## config.mk

```make
export PLATFORM = sky130hd
export DESIGN_NAME = multicycle_main_controller
export DESIGN_NICKNAME = d
export VERILOG_FILES = /design/src/rtl/mips_ctrl_pkg.sv /design/src/rtl/ctrl_output_rom.sv /design/src/rtl/multicycle_main_controller.sv
export SDC_FILE = /design/constraint.sdc
export NUM_CORES = 1
export LEC_CHECK = 0
export CAP_MARGIN = 40
export CORE_MARGIN = 1
export CORE_UTILIZATION = 46
export DETAILED_ROUTE_END_ITERATION = 8
export GPL_ROUTABILITY_DRIVEN = 0
export GPL_TIMING_DRIVEN = 0
export PLACE_DENSITY = 0.83
export SETUP_SLACK_MARGIN = 0.5
export SLEW_MARGIN = 20
export SYNTH_ARGS = -nofsm -noshare
export SYNTH_HDL_FRONTEND = slang
export SYNTH_HIERARCHICAL = 1
export SYNTH_SLANG_ARGS = --single-unit
export TNS_END_PERCENT = 1
```

## constraint.sdc

```tcl
create_clock -name clk -period 3.16 [get_ports clk]
set_input_delay 0.948 -clock clk [delete_from_list [all_inputs] [get_ports clk]]
set_output_delay 0.948 -clock clk [all_outputs]
set_load 0.02 [all_outputs]
```

## src/rtl/mips_ctrl_pkg.sv

```systemverilog
// mips_ctrl_pkg: shared state, opcode and select encodings for the multicycle main controller.
// MAIN_CTRL_BNE_EN adds the BNE state to the opcode decode.
package mips_ctrl_pkg;

   typedef enum logic [3:0] {
      S_FETCH   = 4'd0,
      S_DECODE  = 4'd1,
      S_MEMADR  = 4'd2,
      S_MEMRD   = 4'd3,
      S_MEMWB   = 4'd4,
      S_MEMWR   = 4'd5,
      S_EXECUTE = 4'd6,
      S_ALUWB   = 4'd7,
      S_BEQ     = 4'd8,
      S_ADDIEX  = 4'd9,
      S_ORIEX   = 4'd10,
      S_IWB     = 4'd11,
      S_JUMP    = 4'd12,
      S_BNE     = 4'd13
   } ctrl_state_t;

   localparam logic [5:0] OP_RTYPE = 6'b000000;
   localparam logic [5:0] OP_LW    = 6'b100011;
   localparam logic [5:0] OP_SW    = 6'b101011;
   localparam logic [5:0] OP_BEQ   = 6'b000100;
   localparam logic [5:0] OP_BNE   = 6'b000101;
   localparam logic [5:0] OP_ADDI  = 6'b001000;
   localparam logic [5:0] OP_ORI   = 6'b001101;
   localparam logic [5:0] OP_J     = 6'b000010;

   localparam logic [1:0] ALUOPT_ADD   = 2'b00;
   localparam logic [1:0] ALUOPT_SUB   = 2'b01;
   localparam logic [1:0] ALUOPT_RTYPE = 2'b10;
   localparam logic [1:0] ALUOPT_OR    = 2'b11;

   localparam logic [1:0] SRCB_B      = 2'b00;
   localparam logic [1:0] SRCB_FOUR   = 2'b01;
   localparam logic [1:0] SRCB_IMM    = 2'b10;
   localparam logic [1:0] SRCB_IMMSH2 = 2'b11;

   localparam logic [1:0] PCSRC_ALU    = 2'b00;
   localparam logic [1:0] PCSRC_ALUOUT = 2'b01;
   localparam logic [1:0] PCSRC_JUMP   = 2'b10;

   // Raw per-state controls; the top applies mem_ready/zero gating and reset forcing.
   typedef struct packed {
      logic       mem_req;
      logic       mem_write;
      logic       ir_write;
      logic       pc_write;
      logic       branch;
      logic       branch_ne;
      logic       i_or_d;
      logic       reg_write;
      logic       reg_dst;
      logic       mem_to_reg;
      logic       alu_src_a;
      logic [1:0] alu_src_b;
      logic       imm_zero_ext;
      logic [1:0] pc_src;
      logic [1:0] alu_option;
   } ctrl_out_t;

   // DECODE successor; S_FETCH marks an opcode this core does not implement.
   function automatic ctrl_state_t decode_next(input logic [5:0] op);
      case (op)
         OP_LW, OP_SW: return S_MEMADR;
         OP_RTYPE:     return S_EXECUTE;
         OP_BEQ:       return S_BEQ;
         OP_ADDI:      return S_ADDIEX;
         OP_ORI:       return S_ORIEX;
         OP_J:         return S_JUMP;
`ifdef MAIN_CTRL_BNE_EN
         OP_BNE:       return S_BNE;
`endif
         default:      return S_FETCH;
      endcase
   endfunction

endpackage

```

## src/rtl/ctrl_output_rom.sv

```systemverilog
// ctrl_output_rom: Moore state -> control vector decode for the multicycle main controller.
// MAIN_CTRL_BNE_EN makes the BNE state decode like BEQ with an inverted branch condition.
module ctrl_output_rom
   import mips_ctrl_pkg::*;
(
   input  ctrl_state_t state_i,
   output ctrl_out_t   ctrl_o
);

   always_comb begin
      ctrl_o = '0;
      case (state_i)
         S_FETCH: begin
            ctrl_o.mem_req   = 1'b1;
            ctrl_o.ir_write  = 1'b1;
            ctrl_o.pc_write  = 1'b1;
            ctrl_o.alu_src_b = SRCB_FOUR;
         end
         S_DECODE: ctrl_o.alu_src_b = SRCB_IMMSH2;
         S_MEMADR: begin
            ctrl_o.alu_src_a = 1'b1;
            ctrl_o.alu_src_b = SRCB_IMM;
         end
         S_MEMRD: begin
            ctrl_o.mem_req = 1'b1;
            ctrl_o.i_or_d  = 1'b1;
         end
         S_MEMWB: begin
            ctrl_o.reg_write  = 1'b1;
            ctrl_o.mem_to_reg = 1'b1;
         end
         S_MEMWR: begin
            ctrl_o.mem_req   = 1'b1;
            ctrl_o.mem_write = 1'b1;
            ctrl_o.i_or_d    = 1'b1;
         end
         S_EXECUTE: begin
            ctrl_o.alu_src_a  = 1'b1;
            ctrl_o.alu_src_b  = SRCB_B;
            ctrl_o.alu_option = ALUOPT_RTYPE;
         end
         S_ALUWB: begin
            ctrl_o.reg_write = 1'b1;
            ctrl_o.reg_dst   = 1'b1;
         end
`ifdef MAIN_CTRL_BNE_EN
         S_BEQ, S_BNE: begin
`else
         S_BEQ: begin
`endif
            ctrl_o.alu_src_a  = 1'b1;
            ctrl_o.alu_src_b  = SRCB_B;
            ctrl_o.alu_option = ALUOPT_SUB;
            ctrl_o.pc_src     = PCSRC_ALUOUT;
            ctrl_o.branch     = 1'b1;
            ctrl_o.branch_ne  = (state_i == S_BNE);
         end
         S_ADDIEX, S_ORIEX: begin
            ctrl_o.alu_src_a    = 1'b1;
            ctrl_o.alu_src_b    = SRCB_IMM;
            ctrl_o.alu_option   = (state_i == S_ORIEX) ? ALUOPT_OR : ALUOPT_ADD;
            ctrl_o.imm_zero_ext = (state_i == S_ORIEX);
         end
         S_IWB: ctrl_o.reg_write = 1'b1;
         S_JUMP: begin
            ctrl_o.pc_src   = PCSRC_JUMP;
            ctrl_o.pc_write = 1'b1;
         end
         default: ctrl_o = '0;
      endcase
   end

endmodule

```

## src/rtl/multicycle_main_controller.sv

```systemverilog
// multicycle_main_controller: multi-cycle MIPS main control FSM feeding the ALU decoder.
// Define MAIN_CTRL_BNE_EN to implement bne (opcode 000101); otherwise it is illegal.
module multicycle_main_controller
   import mips_ctrl_pkg::*;
#(
   parameter int RESET_STATE_FETCH = 1
) (
   input  logic       clk,
   input  logic       rst_n,
   input  logic [5:0] opcode,
   input  logic       zero,
   input  logic       mem_ready,
   output logic       mem_req,
   output logic       mem_write,
   output logic       ir_write,
   output logic       pc_en,
   output logic       i_or_d,
   output logic       reg_write,
   output logic       reg_dst,
   output logic       mem_to_reg,
   output logic       alu_src_a,
   output logic [1:0] alu_src_b,
   output logic       imm_zero_ext,
   output logic [1:0] pc_src,
   output logic [1:0] alu_option,
   output logic       illegal_op
);

   // FETCH is the only meaningful reset state.
   localparam ctrl_state_t RST_STATE = (RESET_STATE_FETCH == 1) ? S_FETCH : S_FETCH;

   ctrl_state_t state_q, state_d;
   ctrl_out_t   rom;

   always_ff @(posedge clk or negedge rst_n) begin
      if (!rst_n) state_q <= RST_STATE;
      else        state_q <= state_d;
   end

   always_comb begin
      state_d = S_FETCH;
      case (state_q)
         S_FETCH:           state_d = mem_ready ? S_DECODE : S_FETCH;
         S_DECODE:          state_d = decode_next(opcode);
         S_MEMADR:          state_d = (opcode == OP_LW) ? S_MEMRD : (opcode == OP_SW) ? S_MEMWR : S_FETCH;
         S_MEMRD:           state_d = mem_ready ? S_MEMWB : S_MEMRD;
         S_MEMWR:           state_d = mem_ready ? S_FETCH : S_MEMWR;
         S_EXECUTE:         state_d = S_ALUWB;
         S_ADDIEX, S_ORIEX: state_d = S_IWB;
         default:           state_d = S_FETCH;
      endcase
   end

   ctrl_output_rom u_rom (
      .state_i(state_q),
      .ctrl_o (rom)
   );

   // Enables are held low combinationally while reset is asserted.
   assign mem_req    = rst_n & rom.mem_req;
   assign mem_write  = rst_n & rom.mem_write;
   assign ir_write   = rst_n & rom.ir_write & mem_ready;
   assign pc_en      = rst_n & ((rom.pc_write & (mem_ready | ~rom.mem_req)) | (rom.branch & (zero ^ rom.branch_ne)));
   assign reg_write  = rst_n & rom.reg_write;
   assign illegal_op = rst_n & (state_q == S_DECODE) & (decode_next(opcode) == S_FETCH);

   assign i_or_d       = rom.i_or_d;
   assign reg_dst      = rom.reg_dst;
   assign mem_to_reg   = rom.mem_to_reg;
   assign alu_src_a    = rom.alu_src_a;
   assign alu_src_b    = rom.alu_src_b;
   assign imm_zero_ext = rom.imm_zero_ext;
   assign pc_src       = rom.pc_src;
   assign alu_option   = rom.alu_option;

endmodule
```

==> impl_metrics.xml <==
<?xml version="1.0" encoding="UTF-8"?>
<metrics>
  <group name="status">
    <metric name="status" unit="">complete, no violations</metric>
  </group>
  <group name="finish">
    <metric name="layout_top_registers" unit="">state_q x4</metric>
    <metric name="largest_register" unit="">state_q</metric>
    <metric name="multi_input_comb_area" unit="um2">569</metric>
    <metric name="final_net_count" unit="">137</metric>
    <metric name="antenna-diode-count" unit="">0</metric>
    <metric name="fillCellCount" unit="">115</metric>
    <metric name="final_core_util" unit="%">77.2</metric>
    <metric name="layout-drive-gt1-share" unit="%">28.0</metric>
    <metric name="largest_register_ffs" unit="">4</metric>
    <metric name="area_delta_synth_final" unit="%">49.6</metric>
    <metric name="sequential_cell_area" unit="um2">100</metric>
  </group>
  <group name="grt">
    <metric name="grt_pass1_vias" unit="">685</metric>
    <metric name="maximum_number_of_pins_on_one_net_before_global_route_repair" unit="">11</metric>
    <metric name="groute.usage.overall" unit="%">25.0</metric>
    <metric name="number_of_antenna_violations_at_the_first_check_in_global_routing" unit="">0</metric>
    <metric name="gr-total-overflow" unit="">0</metric>
    <metric name="first_pass_grt_wire_length" unit="um">2720</metric>
  </group>
  <group name="pwr">
    <metric name="netSwitchingPower" unit="mW">0.312</metric>
    <metric name="max-vdd-ir-drop" unit="mV">0.553</metric>
    <metric name="switching_fraction_of_total_power" unit="%">46.5</metric>
    <metric name="power.share.clock" unit="%">9.1</metric>
    <metric name="cellInternalPower" unit="mW">0.359</metric>
    <metric name="seq_power_share" unit="%">14.8</metric>
    <metric name="total_power" unit="mW">0.671</metric>
    <metric name="p_per_area" unit="mW/mm2">644</metric>
    <metric name="comb_power_share" unit="%">76.1</metric>
    <metric name="static-leakage-power" unit="nW">0.479</metric>
  </group>
  <group name="setup_path">
    <metric name="cp.buffers_inverters" unit="">2</metric>
    <metric name="slowest_stage" unit="">or4b_4</metric>
    <metric name="path_class" unit="">in -&gt; out</metric>
    <metric name="top_cell_family_by_delay_on_the_critical_path" unit="">simple AND/OR/NAND/NOR gates</metric>
    <metric name="r2r_start" unit="">state_q[0]</metric>
    <metric name="cp_data_arrival_time" unit="ns">1.97</metric>
    <metric name="worst_setup_path_end_kind" unit="">output port</metric>
    <metric name="timing.critical_path.cells" unit="">clkbuf_8, or4b_4, o21ai_4, a211oi_2, buf_4</metric>
    <metric name="worst-path-max-fanout" unit="">9</metric>
    <metric name="worst-endpoint-required" unit="ns">2.21</metric>
    <metric name="critical_path.max_stage_delay" unit="ns">0.55</metric>
    <metric name="start_kind" unit="">primary input</metric>
    <metric name="cp-startpoint" unit="">opcode[3]</metric>
  </group>
  <group name="sta">
    <metric name="finalSetupViolCount" unit="">0</metric>
    <metric name="rsz0062_at_grt" unit="">true</metric>
    <metric name="max_clock_freq" unit="MHz">343</metric>
    <metric name="clock-skew-final" unit="ns">0.00757</metric>
    <metric name="min_period_over_period" unit="%">92.4</metric>
    <metric name="min_period" unit="ns">2.92</metric>
    <metric name="timing.final.max_slew_violations" unit="">0</metric>
    <metric name="final_hold_viol_count" unit="">0</metric>
  </group>
  <group name="clocking">
    <metric name="clock_sink_count" unit="">4</metric>
    <metric name="cts.reportedPaths.clkPinSlew" unit="ns">0.04</metric>
    <metric name="htree_levels" unit="">1</metric>
    <metric name="cts_root_buffer" unit="">clkbuf_4</metric>
    <metric name="worst_skew_pair.late_latency" unit="ns">0.23</metric>
    <metric name="cts_hold_buf" unit="">0</metric>
    <metric name="cts_tree" unit="">yes</metric>
    <metric name="cts_inserted_buffers" unit="">3</metric>
    <metric name="number_of_buffers_on_the_longest_clock_path" unit="">2</metric>
  </group>
  <group name="worst_hold_path">
    <metric name="worst_hold_path_type" unit="">in -&gt; async</metric>
  </group>
  <group name="synth">
    <metric name="yosysWarningCount" unit="">6</metric>
    <metric name="synth_seq_cells" unit="">4</metric>
    <metric name="netlist-cell-type-count" unit="">41</metric>
    <metric name="synth_async_sr_flop_share" unit="%">100</metric>
    <metric name="post_synth.cell_area_avg" unit="um2">7.34</metric>
    <metric name="synth_ff_type" unit="">dfrtp_1</metric>
    <metric name="syn-num-nets" unit="">105</metric>
    <metric name="mappedNetlistArea" unit="um2">697</metric>
    <metric name="syn_inst" unit="">95</metric>
    <metric name="ys_seq_area_share" unit="%">14.4</metric>
    <metric name="synth_edf_count" unit="">0</metric>
  </group>
  <group name="floorplan">
    <metric name="initial_utilization" unit="%">51.6</metric>
    <metric name="floorplan.die_area" unit="mm2">0.00167</metric>
    <metric name="dieWidth" unit="um">40.9</metric>
    <metric name="core_area" unit="mm2">0.00135</metric>
    <metric name="floorplan.io_pins" unit="">27</metric>
    <metric name="fp.dieH" unit="um">40.9</metric>
    <metric name="std_cell_rows" unit="">13</metric>
  </group>
  <group name="placed_design">
    <metric name="portBuffers" unit="">25</metric>
    <metric name="dp.final_hpwl" unit="um">1380</metric>
  </group>
  <group name="detailed_routing">
    <metric name="ant_nets" unit="">0</metric>
    <metric name="drt_iter0_markers" unit="">16</metric>
    <metric name="routed_wirelength" unit="um">1840</metric>
    <metric name="route.met3.wl" unit="um">90</metric>
    <metric name="wl_met2" unit="um">966</metric>
    <metric name="met1Wirelength" unit="um">729</metric>
    <metric name="routed.top_layer" unit="">met4</metric>
    <metric name="drc" unit="">0</metric>
    <metric name="dr_total_vias" unit="">808</metric>
    <metric name="firstDrtPassIters" unit="">4</metric>
    <metric name="vias_per_cell" unit="">5.77</metric>
    <metric name="wire_per_inst" unit="um">13.2</metric>
  </group>
  <group name="run">
    <metric name="maxCapViolCount" unit="">0</metric>
  </group>
</metrics>
Yosys cell counts (2+ instances only):
cell | count | share of area, %
a211oi_1 | 2 | 2.2
and3_1 | 3 | 2.7
a21oi_1 | 5 | 3.6
inv_1 | 5 | 2.7
xnor2_1 | 2 | 2.5
dfrtp_1 | 4 | 14
nand3b_1 | 3 | 3.2
buf_6 | 2 | 3.2
nor2b_1 | 4 | 3.6
and2_1 | 3 | 2.7
o21ai_0 | 3 | 2.2
nor2_1 | 11 | 5.9
a21boi_0 | 2 | 2.2
nand2b_1 | 7 | 6.3
nand2_1 | 7 | 3.8
buf_4 | 3 | 3.2
o211a_1 | 2 | 2.9
buf_2 | 2 | 1.4
o22ai_1 | 2 | 1.8
xor2_1 | 2 | 2.5
metal layers:
layer	global-route usage (%)	up-vias
li1	-	397
met1	25.7	369
met2	46.9	36
met3	3.26	6
met4	15.0	0
met5	0	-
worst reg2reg max path: stages (launching register included):
cell	delay, ns
dfrtp_1	0.46
clkbuf_4	0.26
or3b_2	0.46
a311oi_1	0.28
a31oi_1	0.10
nand3b_1	0.12
cells in the final DEF, fill, tap and decap left out, types with 2 or more instances in the layout:
cell | Yosys | routed
nor2_1 | 11 | 11
clkdlybuf4s50_1 | 0 | 10
nand2b_1 | 7 | 7
nand2_1 | 7 | 7
dlygate4sd2_1 | 0 | 6
buf_4 | 3 | 6
inv_1 | 5 | 5
buf_2 | 2 | 5
clkbuf_4 | 0 | 4
a21oi_1 | 5 | 4
dfrtp_1 | 4 | 4
nand3b_1 | 3 | 3
nor2b_1 | 4 | 3
and2_1 | 3 | 3
buf_6 | 2 | 3
o21ai_0 | 3 | 2
or4b_4 | 1 | 2
and3_1 | 3 | 2
o22ai_1 | 2 | 2
xor2_1 | 2 | 2
o211a_1 | 2 | 2
clkdlybuf4s15_2 | 0 | 2
xnor2_1 | 2 | 2
final cells by class:
| type | count | area share [%] |
|---|---|---|
| Tap cell | 15 | 1.80 |
| Buffer | 8 | 6.84 |
| Clock buffer | 3 | 2.16 |
| Inverter | 5 | 1.80 |
| Multi-Input combinational cell | 78 | 54.6 |
| Timing Repair Buffer | 27 | 23.2 |
| Sequential cell | 4 | 9.60 |
metrics by stage:
step           instances  setup slack, ns  setup TNS, ns  cell area (um2)  hold slack (ns)
3_5_place_dp         135           -0.609          -1.77              993            0.657
5_1_grt              140            0.208              0             1040            0.654
3_3_place_gp         135           -0.571          -1.65              993            0.652
6_report             140            0.240              0             1040            0.649
2_1_floorplan         95            0.416              0              724            0.575
4_1_cts              140            0.245              0             1040            0.645
logic make-up (layout without fill, tap and decap cells):
kind of cell,count (synthesis),in the layout,share of synthesized area [%]
xor+xnor,4,4,5.03
other cells,1,1,0.538
buf+inv,13,43,11.1
compound gates,23,23,24.1
flops,4,4,14.4
simple gates,50,50,44.9
path summary, 6_finish.rpt:
| check | endpoint | slack, ns | depth (start not counted) |
|---|---|---|---|
| setup reg to reg | state_q[1] | 1.41 | 5 |
| min in group clk | state_q[2] | 0.67 | 1 |
| setup / recovery | illegal_op | 0.24 | 5 |
| hold reg to reg | state_q[2] | 0.67 | 1 |
| max in group asynchronous | state_q[2] | 2.32 | 1 |
| hold / removal | state_q[0] | 0.65 | 1 |
power by group through the flow:
stage | clock network [mW] | registers (mW) | logic [mW]
after CTS | 0.0643 | 0.0981 | 0.503
after detailed placement | 0 | 0.0978 | 0.506
after global placement | 0 | 0.0982 | 0.497
final | 0.0612 | 0.0993 | 0.510
after global routing | 0.0667 | 0.104 | 0.545
after floorplan | 0 | 0.0902 | 0.350
what timing repair did:
| action | CTS | global route |
|---|---|---|
| buffers inserted | 2 | 0 |
| endpoints found under the setup margin | 16 | 17 |
| pin swaps | 7 | 2 |
| resized for setup | 44 | 4 |
Power figures use the tool's default switching activity.
